==> config.mk <==
export PLATFORM = sky130hd
export DESIGN_NAME = seqdet_search_ctrl
export DESIGN_NICKNAME = d
export VERILOG_FILES = /design/src/rtl/seqdet_search_ctrl.sv
export SDC_FILE = /design/constraint.sdc
export NUM_CORES = 1
export LEC_CHECK = 0
export BUFFER_PORTS_ARGS = -buffer_cell sky130_fd_sc_hd__buf_2
export CAP_MARGIN = 20
export CORE_AREA = 2 2 52 102
export DETAILED_ROUTE_END_ITERATION = 12
export DIE_AREA = 0 0 54 104
export PLACE_DENSITY = 0.52
export SETUP_SLACK_MARGIN = 0.2
export SLEW_MARGIN = 25
export SYNTH_ARGS = -nofsm -noshare
export SYNTH_HDL_FRONTEND = slang
export SYNTH_SLANG_ARGS = --single-unit
==> constraint.sdc <==
create_clock -name i_clk -period 3.2 [get_ports i_clk]
set_clock_uncertainty 0.05 [all_clocks]
set_input_delay 0.64 -clock i_clk [delete_from_list [all_inputs] [get_ports i_clk]]
set_output_delay 0.64 -clock i_clk [all_outputs]
set_load 0.05 [all_outputs]
==> src/rtl/seqdet_search_ctrl.sv <==
// Search/lock sequencer for the 101001 pattern detector: flushes and arms the
// detector, counts hits inside a search window, then tracks lock until hits stop.
module seqdet_search_ctrl #(
    parameter int unsigned PAT_LEN    = 6,
    parameter int unsigned FLUSH_CYC  = 2,
    parameter int unsigned WINDOW     = 64,
    parameter int unsigned HIT_TARGET = 3,
    parameter int unsigned MAX_GAP    = 16,
    parameter int unsigned CNT_W      = 8
) (
    input  logic             i_clk,
    input  logic             i_reset,
    input  logic             i_start,
    input  logic             i_abort,
    input  logic             i_pattern_found,
    output logic             o_det_resetn,
    output logic             o_busy,
    output logic             o_locked,
    output logic             o_timeout,
    output logic             o_lost,
    output logic [CNT_W-1:0] o_hit_count
);

    localparam int unsigned ARM_CYC = PAT_LEN - 1;
    localparam int unsigned MAX_A   = (WINDOW > MAX_GAP) ? WINDOW : MAX_GAP;
    localparam int unsigned MAX_B   = (FLUSH_CYC > PAT_LEN) ? FLUSH_CYC : PAT_LEN;
    localparam int unsigned CNT_MAX = (MAX_A > MAX_B) ? MAX_A : MAX_B;
    localparam int unsigned TW      = $clog2(CNT_MAX + 1);

    typedef enum logic [2:0] {
        ST_IDLE,
        ST_FLUSH,
        ST_ARM,
        ST_SEARCH,
        ST_TRACK
    } state_e;

    state_e           state_q, state_d;
    logic [TW-1:0]    tmr_q, tmr_d;
    logic [CNT_W-1:0] hits_q, hits_d;
    logic [CNT_W-1:0] hit_sat;
    logic             target_hit;
    logic             timeout_d, lost_d;
    logic             det_resetn_q, busy_q, locked_q, timeout_q, lost_q;

    // One shared timer serves as flush length, arm wait, search window and track gap.
    always_comb begin
        state_d    = state_q;
        tmr_d      = tmr_q;
        hits_d     = hits_q;
        timeout_d  = 1'b0;
        lost_d     = 1'b0;
        hit_sat    = (hits_q == '1) ? hits_q : hits_q + CNT_W'(1);
        target_hit = ({1'b0, hits_q} + (CNT_W+1)'(1)) >= (CNT_W+1)'(HIT_TARGET);

        case (state_q)
            ST_IDLE: begin
                if (i_start) begin
                    state_d = ST_FLUSH;
                    tmr_d   = '0;
                    hits_d  = '0;
                end
            end
            ST_FLUSH: begin
                if (tmr_q == TW'(FLUSH_CYC - 1)) begin
                    tmr_d   = '0;
                    state_d = (ARM_CYC == 0) ? ST_SEARCH : ST_ARM;
                end else begin
                    tmr_d = tmr_q + TW'(1);
                end
            end
            ST_ARM: begin
                if (tmr_q == TW'(ARM_CYC - 1)) begin
                    tmr_d   = '0;
                    state_d = ST_SEARCH;
                end else begin
                    tmr_d = tmr_q + TW'(1);
                end
            end
            ST_SEARCH: begin
                // A hit on the last window cycle is counted before the expiry check.
                if (i_pattern_found) begin
                    hits_d = hit_sat;
                end
                if (i_pattern_found && target_hit) begin
                    state_d = ST_TRACK;
                    tmr_d   = '0;
                end else if (tmr_q == TW'(WINDOW - 1)) begin
                    timeout_d = 1'b1;
                    state_d   = ST_IDLE;
                    tmr_d     = '0;
                end else begin
                    tmr_d = tmr_q + TW'(1);
                end
            end
            ST_TRACK: begin
                if (i_pattern_found) begin
                    hits_d = hit_sat;
                    tmr_d  = '0;
                end else if (tmr_q == TW'(MAX_GAP - 1)) begin
                    lost_d  = 1'b1;
                    state_d = ST_FLUSH;
                    tmr_d   = '0;
                    hits_d  = '0;
                end else begin
                    tmr_d = tmr_q + TW'(1);
                end
            end
            default: begin
                state_d = ST_IDLE;
                tmr_d   = '0;
            end
        endcase

        // Abort overrides everything, including a same-cycle start, and never pulses status.
        if (i_abort) begin
            state_d   = ST_IDLE;
            tmr_d     = '0;
            hits_d    = hits_q;
            timeout_d = 1'b0;
            lost_d    = 1'b0;
        end
    end

    always_ff @(posedge i_clk or posedge i_reset) begin
        if (i_reset) begin
            state_q      <= ST_IDLE;
            tmr_q        <= '0;
            hits_q       <= '0;
            det_resetn_q <= 1'b0;
            busy_q       <= 1'b0;
            locked_q     <= 1'b0;
            timeout_q    <= 1'b0;
            lost_q       <= 1'b0;
        end else begin
            state_q      <= state_d;
            tmr_q        <= tmr_d;
            hits_q       <= hits_d;
            det_resetn_q <= (state_d == ST_ARM) || (state_d == ST_SEARCH) || (state_d == ST_TRACK);
            busy_q       <= (state_d != ST_IDLE);
            locked_q     <= (state_d == ST_TRACK);
            timeout_q    <= timeout_d;
            lost_q       <= lost_d;
        end
    end

    assign o_det_resetn = det_resetn_q;
    assign o_busy       = busy_q;
    assign o_locked     = locked_q;
    assign o_timeout    = timeout_q;
    assign o_lost       = lost_q;
    assign o_hit_count  = hits_q;

endmodule

==> impl_results.md <==
* Post-Synth Adder-Cell Area at 4.22%
* Pwr per Cell Area at 333 mW/mm2
* Top_reg_cell synth: dfrtp_1
* Share of cells above drive strength 1 at 20.9%
* Routed WL per cell at 15.3 um
* Place WS at 0.771 ns
* Setup violators final at 0
* Dominant combinational cell family by area after synthesis: simple AND/OR/NAND/NOR gates
* CTS buffer count at 3
* Clock Sinks at 23
* Peak supply drop at 231 uV
* Final WL at 3650 um
* Worst hold path class: in -> async
* DIE AREA at 0.00562 mm2
* Routability congestion estimate at 0.757
* ANT nets after route at 0
* H-tree depth at 1
* Syn. warnings at 0
* Core Box Area at 0.00486 mm2
* Vias in the first global route at 1255
* Syn_nets at 175
* I/O Buffers at 17
* MaxCap Viol Count at 0
* Vias at 1281
* Area delta synth->final at 12.7%
* Worst Setup Start Kind: flip-flop
* Setup crit end kind: flip-flop
* CP bufs+invs at 0
* Crit Path Class: reg -> reg
* Initial antenna violation count at 0
* Cells after synthesis at 165
* Reg clk slew, reported paths at 0.09 ns
* Flop and latch count out of synthesis at 23
* Xor/xnor cell area share of the yosys netlist at 2.36%
* Global Route Usage Sum at 14.6%
* Crit path time final at 2.44 ns
* Floorplan row count at 36
* First-pass GRT wire length at 6180 um
* Gr ovfl total at 0
* Mux share of post-synthesis cell area at 2.11%
* Final Hold Fails at 0
* Avg Inst Size Synth at 8.99 um2
* RSZ-0062 raised after global routing: false
* Fin crit share at 76.2%
* N_diodes at 0
* Post-synthesis simple-gate area fraction at 27.5%
* Root buffer cell: clkbuf_8
* Post-DP HPWL at 2990 um
* Post-CTS Resized at 0
* Placed instance count at 235
* Synth Area in Compound Gates at 21.7%
* CP max-delay cell: or4_4
* Worst hold margin at 0.381 ns
* Hold_buf cts at 0
* Non-Filler Instances at 239
* Sequential area share after synthesis at 38.8%
* CP required at 3.31 ns
* Max stage delay on crit path at 0.48 ns
* EDFF count, synth at 0
* Max-slew violations at 0
* F_max at 0.410 GHz
* Highest net fanout along the worst path at 7
* IO Count at 18
* Crit-path leading delay family: simple AND/OR/NAND/NOR gates
* Clk_lat worst skew at 0.26 ns
* Initial detailed-routing violation count at 22
* Fin Setup TNS at 0 ns
* Slew HR at 41.9%
* Util after Layout at 34.3%
* Die X at 54 um
* Die Height at 104 um
* CP arrival at 2.55 ns
* Largest net degree at the start of global routing at 24
* CTS max path bufs at 2
* Vias/cell at 5.36
* CP Cell Sequence: ha_1, nand3_2, or4_4, and2_4, nor3_4, a31oi_2, a21o_1, a22o_1
* CTS tree: yes
* Slew @ Worst Pin at 0.867 ns
* Netlist Area Pre-Place at 0.00148 mm2
* Yosys cell types at 52
* Initial Util at 30.5%
* Synth async-reset ratio at 100%
* Fin nets at 193
* Pleak at 0.783 nW
* Worst Slack Setup Final at 0.762 ns
* Status: completed
* Pre-antenna DRT Iters at 4
* Drt drc at 0
* Setup Fix Bufs, Post-CTS at 0
[cell usage after synthesis (2+ instances only)]
cell type  instances  area [um2]
and2_1             2        12.5
a21o_1             5        37.5
and3_1             4        25.0
a211oi_1           2        15.0
nor4_1             4        25.0
nor3_1             5        25.0
mux2i_1            2        20.0
ha_1               5        62.6
o21ai_0            9        45.0
buf_2              2        10.0
clkbuf_1           2        7.51
or3_1              2        12.5
or2_2              3        18.8
nor2_1            15        56.3
inv_1              7        26.3
xor2_1             4        35.0
a22o_1             2        17.5
a21oi_1           12        60.1
a41oi_1            3        26.3
o21a_1             3        22.5
dfrtp_1           23         576
nor3b_1            2        15.0
nand3_1            8        40.0
nand2b_1           2        12.5
nand2_1           10        37.5
[through the flow]
stage | total power [mW] | instance area [um2]
detailed placement | 0.380 | 1620
finish | 0.556 | 1670
floorplan | 0.359 | 1480
CTS | 0.563 | 1670
global route | 0.586 | 1670
global placement | 0.380 | 1620
[final timing paths]
check / from / end / slack (ns) / cells after the start
worst max-delay path: tmr_q[0] / tmr_q[3] / 0.76 / 8
worst min-delay path: i_reset / o_lost / 0.38 / 2
worst max register to register: tmr_q[0] / tmr_q[3] / 0.76 / 8
worst min register to register: tmr_q[1] / tmr_q[1] / 0.52 / 1
max in group asynchronous: i_reset / o_locked / 2.31 / 2
min in group i_clk: tmr_q[1] / tmr_q[1] / 0.52 / 1
[cells by family (layout without fill, tap and decap cells)]
| kind of cell | Yosys count | count (layout) |
|---|---|---|
| AO/OA/AOI/OAI | 47 | 47 |
| AND/OR/NAND/NOR | 71 | 71 |
| buffers and inverters | 12 | 29 |
| flip-flops | 23 | 23 |
| XOR/XNOR | 4 | 4 |
| multiplexers | 3 | 3 |
| adder cells (fa/ha/maj) | 5 | 5 |
[registers in the layout, indices dropped and copies added, names as in the netlist]
name and count:
o_hit_count 8, o_busy 1, o_lost 1, state_q 3, tmr_q 7, o_locked 1
o_timeout 1, o_det_resetn 1
[per-layer routing]
metal  track usage, %  vias up  share of wire, %
met5                0        -                 0
met1             16.0      625                36
met2             28.2       14                62
li1                 -      640                 -
met4             2.68        0              0.52
met3             1.29        2               1.5
[worst reg2reg max path, delay by kind of cell, from the launching register on]
family,cells,cell delay [ns]
compound gates,3,0.58
simple gates,4,1.05
fa+ha+maj,1,0.26
flops,1,0.41
[layout make-up]
type / instances / area (um2)
Clock buffer: 3 / 41.3
Fill cell: 532 / 3190
Inverter: 7 / 26.3
Multi-Input combinational cell: 130 / 858
Timing Repair Buffer: 18 / 92.6
Clock inverter: 1 / 5.00
Sequential cell: 23 / 576
Tap cell: 57 / 71.3
[placed cells by master (no fill, tap or decap), types with 2 or more instances in the layout]
cell / instances
dfrtp_1: 23
buf_2: 17
nor2_1: 15
a21oi_1: 12
nand2_1: 10
o21ai_0: 9
nand3_1: 8
inv_1: 6
nor3_1: 5
a21o_1: 5
ha_1: 5
nor4_1: 4
and3_1: 4
xor2_1: 4
or2_2: 3
o21a_1: 3
a41oi_1: 3
clkbuf_8: 3
nand2b_1: 2
mux2i_1: 2
or3_1: 2
and2_1: 2
a22o_1: 2
nor3b_1: 2
a211oi_1: 2
[where the power goes]
part           leakage, nW  internal [mW]  switching [mW]
clock network       0.0255         0.0869          0.0969
logic                0.439         0.0252          0.0477
registers            0.319          0.295         0.00490
total                0.783          0.407           0.150
No activity file was read; power rests on OpenSTA's default activity.
